==> src/rtl/ex_pipe_ctrl.sv <==
// Pipeline sequencing controller around the execute stage: stage enables, bubbles,
// flushes, PC select, shadow per-stage control state and stall/flush counters.
module ex_pipe_ctrl #(
    parameter int unsigned RW  = 5,
    parameter int unsigned CW  = 32,
    parameter int unsigned FWD = 1
) (
    input  logic          clk,
    input  logic          rst,
    input  logic [RW-1:0] id_rs1,
    input  logic [RW-1:0] id_rs2,
    input  logic          id_use_rs1,
    input  logic          id_use_rs2,
    input  logic [RW-1:0] id_rd,
    input  logic          id_reg_write,
    input  logic          id_is_load,
    input  logic          id_is_branch,
    input  logic          id_br_inv,
    input  logic          zero,
    input  logic          dmem_ready,
    output logic          pc_en,
    output logic          pc_sel,
    output logic          ifid_en,
    output logic          idex_en,
    output logic          exmem_en,
    output logic          memwb_en,
    output logic          idex_bubble,
    output logic          ifid_flush,
    output logic          exmem_flush,
    output logic [CW-1:0] stall_cnt,
    output logic [CW-1:0] flush_cnt
);

    typedef enum logic [1:0] {
        ACT_RUN,
        ACT_STALL,
        ACT_FLUSH,
        ACT_FREEZE
    } act_t;

    act_t act;

    logic          v_id, v_ex, v_mem;
    logic [RW-1:0] ex_rd, mem_rd;
    logic          ex_reg_write, mem_reg_write;
    logic          ex_is_load, mem_is_load;
    logic          ex_is_branch, mem_is_branch;
    logic          ex_br_inv, mem_br_inv;

    logic mem_stall, br_taken;
    logic wr_ex, wr_mem, match_ex, match_mem;
    logic haz_fwd, haz_nofwd, hazard;
    logic mem_load_unused;

    // mem_is_load is part of the observable shadow state but no decision reads it
    assign mem_load_unused = mem_is_load;

    always_comb begin
        mem_stall = ~dmem_ready;
        br_taken  = v_mem & mem_is_branch & (zero ^ mem_br_inv);
        wr_ex     = v_ex & ex_reg_write & (ex_rd != '0);
        wr_mem    = v_mem & mem_reg_write & (mem_rd != '0);
        match_ex  = (id_use_rs1 & (id_rs1 == ex_rd)) | (id_use_rs2 & (id_rs2 == ex_rd));
        match_mem = (id_use_rs1 & (id_rs1 == mem_rd)) | (id_use_rs2 & (id_rs2 == mem_rd));
        haz_fwd   = v_id & wr_ex & ex_is_load & match_ex;
        haz_nofwd = v_id & ((wr_ex & match_ex) | (wr_mem & match_mem));
        hazard    = (FWD != 0) ? haz_fwd : haz_nofwd;
    end

    // Reset is folded into FREEZE so every control output drops to 0 while rst is high
    always_comb begin
        act = ACT_RUN;
        if (rst || mem_stall) begin
            act = ACT_FREEZE;
        end else if (br_taken) begin
            act = ACT_FLUSH;
        end else if (hazard) begin
            act = ACT_STALL;
        end
    end

    always_comb begin
        pc_en       = 1'b0;
        pc_sel      = 1'b0;
        ifid_en     = 1'b0;
        idex_en     = 1'b0;
        exmem_en    = 1'b0;
        memwb_en    = 1'b0;
        idex_bubble = 1'b0;
        ifid_flush  = 1'b0;
        exmem_flush = 1'b0;
        case (act)
            ACT_RUN: begin
                pc_en    = 1'b1;
                ifid_en  = 1'b1;
                idex_en  = 1'b1;
                exmem_en = 1'b1;
                memwb_en = 1'b1;
            end
            ACT_FLUSH: begin
                pc_en       = 1'b1;
                pc_sel      = 1'b1;
                ifid_en     = 1'b1;
                idex_en     = 1'b1;
                exmem_en    = 1'b1;
                memwb_en    = 1'b1;
                idex_bubble = 1'b1;
                ifid_flush  = 1'b1;
                exmem_flush = 1'b1;
            end
            ACT_STALL: begin
                idex_en     = 1'b1;
                idex_bubble = 1'b1;
                exmem_en    = 1'b1;
                memwb_en    = 1'b1;
            end
            default: begin
            end
        endcase
    end

    always_ff @(posedge clk) begin
        if (rst) begin
            v_id          <= 1'b0;
            v_ex          <= 1'b0;
            v_mem         <= 1'b0;
            ex_rd         <= '0;
            ex_reg_write  <= 1'b0;
            ex_is_load    <= 1'b0;
            ex_is_branch  <= 1'b0;
            ex_br_inv     <= 1'b0;
            mem_rd        <= '0;
            mem_reg_write <= 1'b0;
            mem_is_load   <= 1'b0;
            mem_is_branch <= 1'b0;
            mem_br_inv    <= 1'b0;
            stall_cnt     <= '0;
            flush_cnt     <= '0;
        end else begin
            case (act)
                ACT_RUN: begin
                    v_id          <= 1'b1;
                    v_ex          <= v_id;
                    ex_rd         <= id_rd;
                    ex_reg_write  <= id_reg_write;
                    ex_is_load    <= id_is_load;
                    ex_is_branch  <= id_is_branch;
                    ex_br_inv     <= id_br_inv;
                    v_mem         <= v_ex;
                    mem_rd        <= ex_rd;
                    mem_reg_write <= ex_reg_write;
                    mem_is_load   <= ex_is_load;
                    mem_is_branch <= ex_is_branch;
                    mem_br_inv    <= ex_br_inv;
                end
                ACT_STALL: begin
                    v_ex          <= 1'b0;
                    ex_rd         <= '0;
                    ex_reg_write  <= 1'b0;
                    ex_is_load    <= 1'b0;
                    ex_is_branch  <= 1'b0;
                    ex_br_inv     <= 1'b0;
                    v_mem         <= v_ex;
                    mem_rd        <= ex_rd;
                    mem_reg_write <= ex_reg_write;
                    mem_is_load   <= ex_is_load;
                    mem_is_branch <= ex_is_branch;
                    mem_br_inv    <= ex_br_inv;
                    stall_cnt     <= stall_cnt + 1'b1;
                end
                ACT_FLUSH: begin
                    v_id          <= 1'b1;
                    v_ex          <= 1'b0;
                    v_mem         <= 1'b0;
                    ex_rd         <= '0;
                    ex_reg_write  <= 1'b0;
                    ex_is_load    <= 1'b0;
                    ex_is_branch  <= 1'b0;
                    ex_br_inv     <= 1'b0;
                    mem_rd        <= '0;
                    mem_reg_write <= 1'b0;
                    mem_is_load   <= 1'b0;
                    mem_is_branch <= 1'b0;
                    mem_br_inv    <= 1'b0;
                    flush_cnt     <= flush_cnt + 1'b1;
                end
                default: begin
                end
            endcase
        end
    end

endmodule

==> config.mk <==
export PLATFORM = sky130hd
export DESIGN_NAME = ex_pipe_ctrl
export DESIGN_NICKNAME = d
export VERILOG_FILES = /design/src/rtl/ex_pipe_ctrl.sv
export SDC_FILE = /design/constraint.sdc
export NUM_CORES = 1
export LEC_CHECK = 0
export CAP_MARGIN = 20
export CORE_MARGIN = 4
export CORE_UTILIZATION = 45
export DETAILED_ROUTE_END_ITERATION = 12
export GPL_ROUTABILITY_DRIVEN = 0
export PLACE_DENSITY_LB_ADDON = 0.15
export SKIP_CTS_REPAIR_TIMING = 1
export SYNTH_ARGS = -nofsm -noshare
export SYNTH_HDL_FRONTEND = slang
export SYNTH_SLANG_ARGS = --single-unit
==> constraint.sdc <==
create_clock -name clk -period 3.2 [get_ports clk]
set_clock_uncertainty 0.05 [all_clocks]
set_input_delay 0.64 -clock clk [delete_from_list [all_inputs] [get_ports clk]]
set_output_delay 0.64 -clock clk [all_outputs]
set_load 0.02 [all_outputs]
==> results.py, run 1 <==
metrics = {
    "routing": {
        "wire_per_inst_um": 13.9,
        "routed-via-count": 3250,
        "drt_first_iter_violations": 98,
        "post-route-drc-count": 0,
        "postRouteWirelength_um": 8850,
        "drt.antenna.violating_nets": 0,
        "avgViaCountPerCell": 5.09,
        "drt_first_pass_iters": 4,
    },
    "critical_path": {
        "worst-endpoint-arrival_ns": 2.31,
        "r2r-end": "stall_cnt[18]",
        "reg2reg_from": "ex_rd[0]",
        "setup.reg_to_reg.worst_slack_ns": 0.30,
        "worst_ep_required_time_ns": 2.51,
        "timing.critical_path.to_type": "output port",
        "critPathKind": "input pin to output port",
        "rr_worst_depth": 12,
        "worstPathMaxFanout": 4,
        "startpoint_type": "input pin",
    },
    "die": {
        "die_w_um": 98.2,
        "io_pins": 98,
        "die_h_um": 98.2,
        "design.core.area_mm2": 0.00781,
        "rows": 32,
        "start_util_pct": 46.9,
        "design.die.area_mm2": 0.00964,
    },
    "placement": {
        "detailed_place_hpwl_um": 6060,
        "detailed_place.area_mm2": 0.00478,
        "place.port_buffers": 97,
        "dp_cells": 618,
        "detailedPlace.worstSlack_ns": -0.469,
    },
    "run_status": {
        "status": "complete, no violations",
    },
    "clocking": {
        "clkSinkCount": 78,
        "clock_transition_time_at_the_flip_flop_clock_pins_of_the_worst_setup_and_hold_paths_ns": 0.07,
        "cts_buf_count": 9,
        "cts_max_path_buffers": 2,
        "clock_root_buffer": "sky130_fd_sc_hd__clkbuf_8",
        "clock_tree_from_tritoncts": "yes",
        "ctsHtreeMaxLevel": 3,
        "insertion_delay_ns": 0.35,
    },
    "power_and_ir_drop": {
        "leakage_power_summed_over_all_cells_nw": 1.87,
        "ir_drop_mv": 0.195,
        "power_per_cell_area_mw_per_mm2": 354,
        "power.total_mw": 1.81,
    },
    "sta": {
        "rsz0062_at_grt": "false",
        "post-route-worst-setup-slack_ns": 0.197,
        "final-max-slew-violation-count": 0,
        "setup_viol": 0,
        "upper_clock_frequency_limit_mhz": 333,
        "slew-limit-headroom_pct": 42.2,
        "hold_viol_final": 0,
        "setup_tns_ns": 0,
        "finalCriticalPeriod_ns": 3.00,
        "timing.final.crit_share_pct": 93.8,
        "worst_pin_slew_ns": 0.858,
    },
    "global_route": {
        "initial_antenna_violation_count": 0,
        "globalRoute.totalOverflow": 0,
        "track_usage_pct": 18.3,
        "pin_count_of_the_biggest_net_entering_global_routing": 79,
        "vias_in_the_first_global_route": 3076,
        "grt_first_pass_wirelength_um": 14800,
    },
    "min_path": {
        "critical_hold_path_startpoint": "v_mem",
        "hold_path_depth": 2,
        "worst_hold_path_type": "flop to flop",
        "worstHoldEndpoint": "v_mem",
    },
    "yosys": {
        "synth_cell_type_count": 36,
        "ys_seq_elements": 78,
        "syn_area_per_cell_um2": 8.61,
        "postSynthNetCount": 455,
        "syn-instance-count": 425,
        "yosys_warnings": 0,
        "post-synth-top-area-fraction_pct": 42.7,
        "synth_seq_area_share_pct": 42.7,
        "synth_area_leaders": "sky130_fd_sc_hd__dfxtp_1 (43%), sky130_fd_sc_hd__xnor2_1 (8.4%), sky130_fd_sc_hd__xor2_1 (7.7%)",
        "combined_area_of_all_synthesized_cells_mm2": 0.00366,
        "synth_largest_area_cell": "sky130_fd_sc_hd__dfxtp_1",
    },
    "finish": {
        "post_route_cells_drive_above_1_share_pct": 13.4,
        "diodes": 0,
        "fin_nets": 561,
        "postLayoutCellArea_mm2": 0.00510,
        "syn2layout_area_growth_pct": 39.4,
        "stdcell_count": 638,
        "top_regs": "flush_cnt (32), stall_cnt (32), ex_rd (5)",
    },
    "job": {
        "max-cap-violations": 0,
    },
}
==> routing by layer <==
metal	track usage [%]	share of wire, %
met4	6.72	1.1
met1	25.4	48
met5	0	0
met2	28.1	46
met3	4.07	4.8
==> cells by family after synthesis <==
logic type	after synthesis	synth area share, %
simple gates	212	30.8
flops	78	42.7
xor+xnor	67	16.0
buf+inv	35	4.38
compound gates	26	3.86
fa+ha+maj	5	1.71
mux	2	0.547
==> final cells by class <==
class / count / area [µm²]
Clock buffer: 10 / 138
Tap cell: 102 / 128
Inverter: 11 / 41.3
Timing Repair Buffer: 119 / 1140
Sequential cell: 78 / 1560
Multi-Input combinational cell: 312 / 2050
Clock inverter: 6 / 37.5
Fill cell: 693 / 2710
==> cells in the final DEF, fill, tap and decap left out, types with 2 or more instances in the layout <==
| master | netlist | layout |
|---|---|---|
| sky130_fd_sc_hd__clkdlybuf4s50_1 | 0 | 82 |
| sky130_fd_sc_hd__dfxtp_1 | 78 | 78 |
| sky130_fd_sc_hd__nor2_1 | 72 | 71 |
| sky130_fd_sc_hd__xnor2_1 | 35 | 35 |
| sky130_fd_sc_hd__xor2_1 | 32 | 32 |
| sky130_fd_sc_hd__nand3_1 | 25 | 25 |
| sky130_fd_sc_hd__buf_4 | 5 | 22 |
| sky130_fd_sc_hd__nand2_1 | 20 | 20 |
| sky130_fd_sc_hd__a21oi_1 | 19 | 19 |
| sky130_fd_sc_hd__nand4_1 | 16 | 16 |
| sky130_fd_sc_hd__nor3_1 | 17 | 12 |
| sky130_fd_sc_hd__inv_1 | 11 | 10 |
| sky130_fd_sc_hd__nor2b_1 | 11 | 10 |
| sky130_fd_sc_hd__clkbuf_8 | 0 | 10 |
| sky130_fd_sc_hd__dlymetal6s2s_1 | 0 | 10 |
| sky130_fd_sc_hd__and3_1 | 7 | 7 |
| sky130_fd_sc_hd__nor4_2 | 7 | 6 |
| sky130_fd_sc_hd__nor3_2 | 1 | 6 |
| sky130_fd_sc_hd__and4_1 | 7 | 6 |
| sky130_fd_sc_hd__nand2b_1 | 5 | 5 |
| sky130_fd_sc_hd__nor4_1 | 6 | 4 |
| sky130_fd_sc_hd__o21ai_0 | 4 | 4 |
| sky130_fd_sc_hd__or3_1 | 5 | 4 |
| sky130_fd_sc_hd__and2_1 | 4 | 4 |
| sky130_fd_sc_hd__nor4_4 | 0 | 3 |
| sky130_fd_sc_hd__nand3b_1 | 3 | 3 |
| sky130_fd_sc_hd__ha_1 | 5 | 3 |
| sky130_fd_sc_hd__clkinv_2 | 0 | 3 |
| sky130_fd_sc_hd__clkinvlp_4 | 0 | 3 |
| sky130_fd_sc_hd__clkbuf_2 | 0 | 3 |
| sky130_fd_sc_hd__mux2i_1 | 2 | 2 |
| sky130_fd_sc_hd__ha_2 | 0 | 2 |
==> worst max path at each step <==
stage	slack, ns	end	from
floorplan	0.03	flush_cnt[27]	dmem_ready
global placement	-0.44	stall_cnt[14]	id_rs2[0]
detailed placement	-0.47	flush_cnt[10]	id_rs2[3]
CTS	-0.46	idex_bubble	id_rs1[0]
global route	0.03	stall_cnt[16]	ex_rd[0]
finish	0.20	ifid_flush	id_rs2[2]
==> worst max-delay path, cell delays in order <==
cell,delay [ns]
sky130_fd_sc_hd__clkdlybuf4s50_1,0.47
sky130_fd_sc_hd__xnor2_1,0.11
sky130_fd_sc_hd__and3_1,0.21
sky130_fd_sc_hd__a31oi_4,0.05
sky130_fd_sc_hd__o41a_1,0.37
sky130_fd_sc_hd__ha_1,0.27
sky130_fd_sc_hd__clkbuf_2,0.18
==> stage by stage <==
stage / util (%) / hold slack [ns]
3_5_place_dp: 61.2 / 0.412
4_1_cts: 63.4 / 0.425
3_3_place_gp: 61.2 / 0.402
6_report: 65.3 / 0.424
2_1_floorplan: - / 0.392
5_1_grt: 65.3 / 0.435
==> power breakdown <==
part / total (mW) / internal (mW) / switching [mW]
Clock: 0.672 / 0.298 / 0.374
Sequential: 0.991 / 0.981 / 0.0105
Combinational: 0.142 / 0.0723 / 0.0694
Total: 1.81 / 1.35 / 0.454
==> synth_stat cells <==
cell type                  instances
sky130_fd_sc_hd__dfxtp_1          78
sky130_fd_sc_hd__nor2_1           72
sky130_fd_sc_hd__xnor2_1          35
sky130_fd_sc_hd__xor2_1           32
sky130_fd_sc_hd__nand3_1          25
sky130_fd_sc_hd__nand2_1          20
sky130_fd_sc_hd__a21oi_1          19
sky130_fd_sc_hd__nor3_1           17
sky130_fd_sc_hd__nand4_1          16
sky130_fd_sc_hd__clkbuf_1         15
sky130_fd_sc_hd__inv_1            11
sky130_fd_sc_hd__nor2b_1          11
sky130_fd_sc_hd__and3_1            7
sky130_fd_sc_hd__and4_1            7
sky130_fd_sc_hd__nor4_2            7
sky130_fd_sc_hd__nor4_1            6
sky130_fd_sc_hd__buf_4             5
sky130_fd_sc_hd__ha_1              5
sky130_fd_sc_hd__nand2b_1          5
sky130_fd_sc_hd__or3_1             5
sky130_fd_sc_hd__and2_1            4
sky130_fd_sc_hd__o21ai_0           4
sky130_fd_sc_hd__nand3b_1          3
sky130_fd_sc_hd__buf_2             2
sky130_fd_sc_hd__mux2i_1           2
sky130_fd_sc_hd__or2_2             2
sky130_fd_sc_hd__a31oi_1           1
sky130_fd_sc_hd__and4_2            1
sky130_fd_sc_hd__buf_1             1
sky130_fd_sc_hd__buf_6             1
sky130_fd_sc_hd__nand3_2           1
sky130_fd_sc_hd__nor3_2            1
sky130_fd_sc_hd__o41a_1            1
sky130_fd_sc_hd__o41ai_1           1
sky130_fd_sc_hd__or4_1             1
sky130_fd_sc_hd__or4_4             1
(Power assumes the default switching activity.)
==> inputs of run 2 (changes only) <==
Settings changed: ABC_AREA from default to 1, MAX_ROUTING_LAYER from default to met4.
==> run 2 against run 1 <==
- cell count up 42%
- die area up 17%
- first-iteration DRC count up 51%
- non-clock buffer count down 10
- critical path depth up 5
- combinational power up 20%
- power up 11%
- synthesized area up 18%
- global-route usage up 2.1 points
- count of clock-buffer cells in the layout up 1
- setup slack better by 0.039 ns
- via count up 38%
- critical path type unchanged
==> results.py, run 2 <==
metrics = {
    "run_status": {
        "status": "complete, no violations",
    },
    "routing": {
        "drt.antenna.violating_nets": 0,
        "drt_first_iter_violations": 148,
        "avgViaCountPerCell": 4.93,
        "routed-via-count": 4471,
        "drt_first_pass_iters": 4,
        "post-route-drc-count": 0,
        "postRouteWirelength_um": 11000,
        "wire_per_inst_um": 12.1,
    },
    "yosys": {
        "synth_seq_area_share_pct": 36.2,
        "postSynthNetCount": 699,
        "syn-instance-count": 669,
        "ys_top_cells_by_count": "sky130_fd_sc_hd__nand2_1 (148), sky130_fd_sc_hd__nor2_1 (127), sky130_fd_sc_hd__inv_1 (90)",
        "synth_area_leaders": "sky130_fd_sc_hd__dfxtp_1 (36%), sky130_fd_sc_hd__nand2_1 (13%), sky130_fd_sc_hd__nor2_1 (11%)",
        "syn_area_per_cell_um2": 6.46,
        "dominantRegCellSynth": "sky130_fd_sc_hd__dfxtp_1",
        "synth_cell_type_count": 33,
        "synth_async_sr_flop_share_pct": 0,
        "synth_edf_count": 0,
        "post-synth-top-area-fraction_pct": 36.2,
        "most_frequently_used_cell_type_in_the_post_synthesis_netlist": "sky130_fd_sc_hd__nand2_1",
        "yosys_warnings": 0,
        "ys_seq_elements": 78,
        "synth_largest_area_cell": "sky130_fd_sc_hd__dfxtp_1",
        "combined_area_of_all_synthesized_cells_mm2": 0.00432,
    },
    "global_route": {
        "grt_first_pass_wirelength_um": 18700,
        "grt.met2_usage_pct": 33.2,
        "global_route.usage.met3_pct": 3.89,
        "initial_antenna_violation_count": 0,
        "track_usage_pct": 20.4,
        "vias_in_the_first_global_route": 4129,
        "groute.layer.met1.usage_pct": 25.9,
        "pin_count_of_the_biggest_net_entering_global_routing": 30,
        "busiest_layer_in_global_routing": "met2",
        "globalRoute.totalOverflow": 0,
    },
    "clocking": {
        "clock_root_buffer": "sky130_fd_sc_hd__clkbuf_8",
        "cts_buf_count": 9,
        "clock_transition_time_at_the_flip_flop_clock_pins_of_the_worst_setup_and_hold_paths_ns": 0.08,
        "insertion_delay_ns": 0.34,
        "clock_tree_from_tritoncts": "yes",
        "clkSinkCount": 78,
        "cts_max_path_buffers": 2,
        "ctsHtreeMaxLevel": 3,
    },
    "die": {
        "die_h_um": 106,
        "io_pins": 98,
        "start_util_pct": 46.5,
        "die_w_um": 106,
        "design.core.area_mm2": 0.00928,
        "rows": 35,
        "design.die.area_mm2": 0.0112,
    },
    "sta": {
        "hold_viol_final": 0,
        "setup_viol": 0,
        "finalHoldWorstSlack_ns": 0.417,
        "setup_tns_ns": 0,
        "finalCriticalPeriod_ns": 2.96,
        "slew-limit-headroom_pct": 75.9,
        "upper_clock_frequency_limit_mhz": 337,
        "worst_pin_slew_ns": 0.358,
        "post-route-worst-setup-slack_ns": 0.237,
        "timing.final.crit_share_pct": 92.6,
        "final-max-slew-violation-count": 0,
        "rsz0062_at_grt": "false",
    },
    "finish": {
        "postLayoutCellArea_mm2": 0.00569,
        "fin_util_pct": 61.3,
        "top_regs": "flush_cnt (32), stall_cnt (32), ex_rd (5)",
        "stdcell_count": 907,
        "leading_cell_types_in_the_layout_fill_and_taps_excluded": "sky130_fd_sc_hd__nand2_1 (148), sky130_fd_sc_hd__nor2_1 (127), sky130_fd_sc_hd__clkdlybuf4s50_1 (91), sky130_fd_sc_hd__inv_1 (90), sky130_fd_sc_hd__dfxtp_1 (78)",
        "fillers": 889,
        "diodes": 0,
        "fin_nets": 803,
        "post_route_cells_drive_above_1_share_pct": 7.07,
        "layout.cells.most_common": "sky130_fd_sc_hd__nand2_1",
        "syn2layout_area_growth_pct": 31.8,
    },
    "min_path": {
        "critical_hold_path_startpoint": "stall_cnt[8]",
        "worst_hold_path_type": "flop to flop",
    },
    "critical_path": {
        "startpoint_type": "input pin",
        "reg2reg_from": "ex_rd[3]",
        "timing.critical_path.to_type": "output port",
        "r2r-end": "flush_cnt[31]",
        "setup.reg_to_reg.worst_slack_ns": 0.72,
        "worst-endpoint-arrival_ns": 2.27,
        "worstPathMaxFanout": 3,
        "critPathKind": "input pin to output port",
        "rr_worst_depth": 18,
        "worst_ep_required_time_ns": 2.51,
        "worst_setup_path_endpoint": "idex_bubble",
        "worst_setup_path_startpoint": "id_rs1[2]",
    },
    "placement": {
        "detailed_place.area_mm2": 0.00546,
        "dp_cells": 891,
        "place.port_buffers": 97,
        "detailedPlace.worstSlack_ns": -0.156,
        "detailed_place_hpwl_um": 8560,
    },
    "power_and_ir_drop": {
        "leakage_power_summed_over_all_cells_nw": 2.32,
        "combPwrFrac_pct": 8.5,
        "switching_share_pct": 23.6,
        "clock_power_share_pct": 41.6,
        "pwr-share-seq_pct": 49.9,
        "p_int_mw": 1.53,
        "power_per_cell_area_mw_per_mm2": 352,
        "ir_drop_mv": 0.216,
        "p_switching_uw": 473,
        "power.total_mw": 2.00,
    },
    "job": {
        "max-cap-violations": 0,
    },
}
## run 2: cell types whose count changed in the layout (fill, tap and decap cells not counted), sizes merged, moves of 22 or more
cell,delta
nand3,+23
nor2,+71
a21oi,+22
xnor2,-34
o21ai,+30
nand2,+133
inv,+82
## run 2: critical path, cell delays in order
cell	delay (ns)
sky130_fd_sc_hd__clkdlybuf4s50_1	0.48
sky130_fd_sc_hd__inv_1	0.05
sky130_fd_sc_hd__nand2_1	0.05
sky130_fd_sc_hd__nand2_1	0.05
sky130_fd_sc_hd__nor2_1	0.11
sky130_fd_sc_hd__nand3_1	0.09
sky130_fd_sc_hd__nand2_1	0.09
sky130_fd_sc_hd__nand2_1	0.06
sky130_fd_sc_hd__nand2_1	0.10
sky130_fd_sc_hd__ha_1	0.25
sky130_fd_sc_hd__inv_1	0.08
sky130_fd_sc_hd__dlymetal6s2s_1	0.23
## run 2: cell families after synthesis
group,count (synthesis),share of synthesized area [%]
and+or+nand+nor,379,39.3
buffers and inverters,109,10.1
AOI/OAI and AO/OA,86,10.5
DFF,78,36.2
xor gates and xnor gates,12,2.43
adders and majority gates,5,1.45
## run 2: cell type report
| cell class | instances | area (µm²) | share of cell area, % |
|---|---|---|---|
| timing repair buffer | 109 | 1080 | 18.9 |
| clock buffer | 11 | 141 | 2.48 |
| clock inverter | 5 | 81.3 | 1.43 |
| multi-input combinational | 482 | 2320 | 40.8 |
| sequential | 78 | 1560 | 27.4 |
| inverter | 93 | 349 | 6.13 |
| tap | 129 | 161 | 2.84 |
## run 2: layer usage
metal  vias up  routed length (µm)  part of all wire [%]
met2       123                5070                    46
met1      2011                5210                    47
met3        13                 579                   5.3
li1       2324                   -                     -
met5         -                   0                     0
met4         0                 116                   1.1
## run 2: how the worst min path moves through the flow
stage	slack (ns)	cells after the start	to
CTS	0.42	2	stall_cnt[8]
detailed placement	0.41	2	stall_cnt[8]
global route	0.47	2	stall_cnt[8]
finish	0.42	2	stall_cnt[8]
global placement	0.40	2	stall_cnt[8]
floorplan	0.40	2	v_id
## run 2: power groups by stage
stage | combinational (mW) | clock (mW) | sequential, mW
5_1_grt | 0.191 | 0.888 | 1.00
4_1_cts | 0.173 | 0.854 | 0.999
3_3_place_gp | 0.169 | 0 | 1.02
2_1_floorplan | 0.0910 | 0 | 1.02
3_5_place_dp | 0.172 | 0 | 1.02
6_report | 0.170 | 0.833 | 0.998
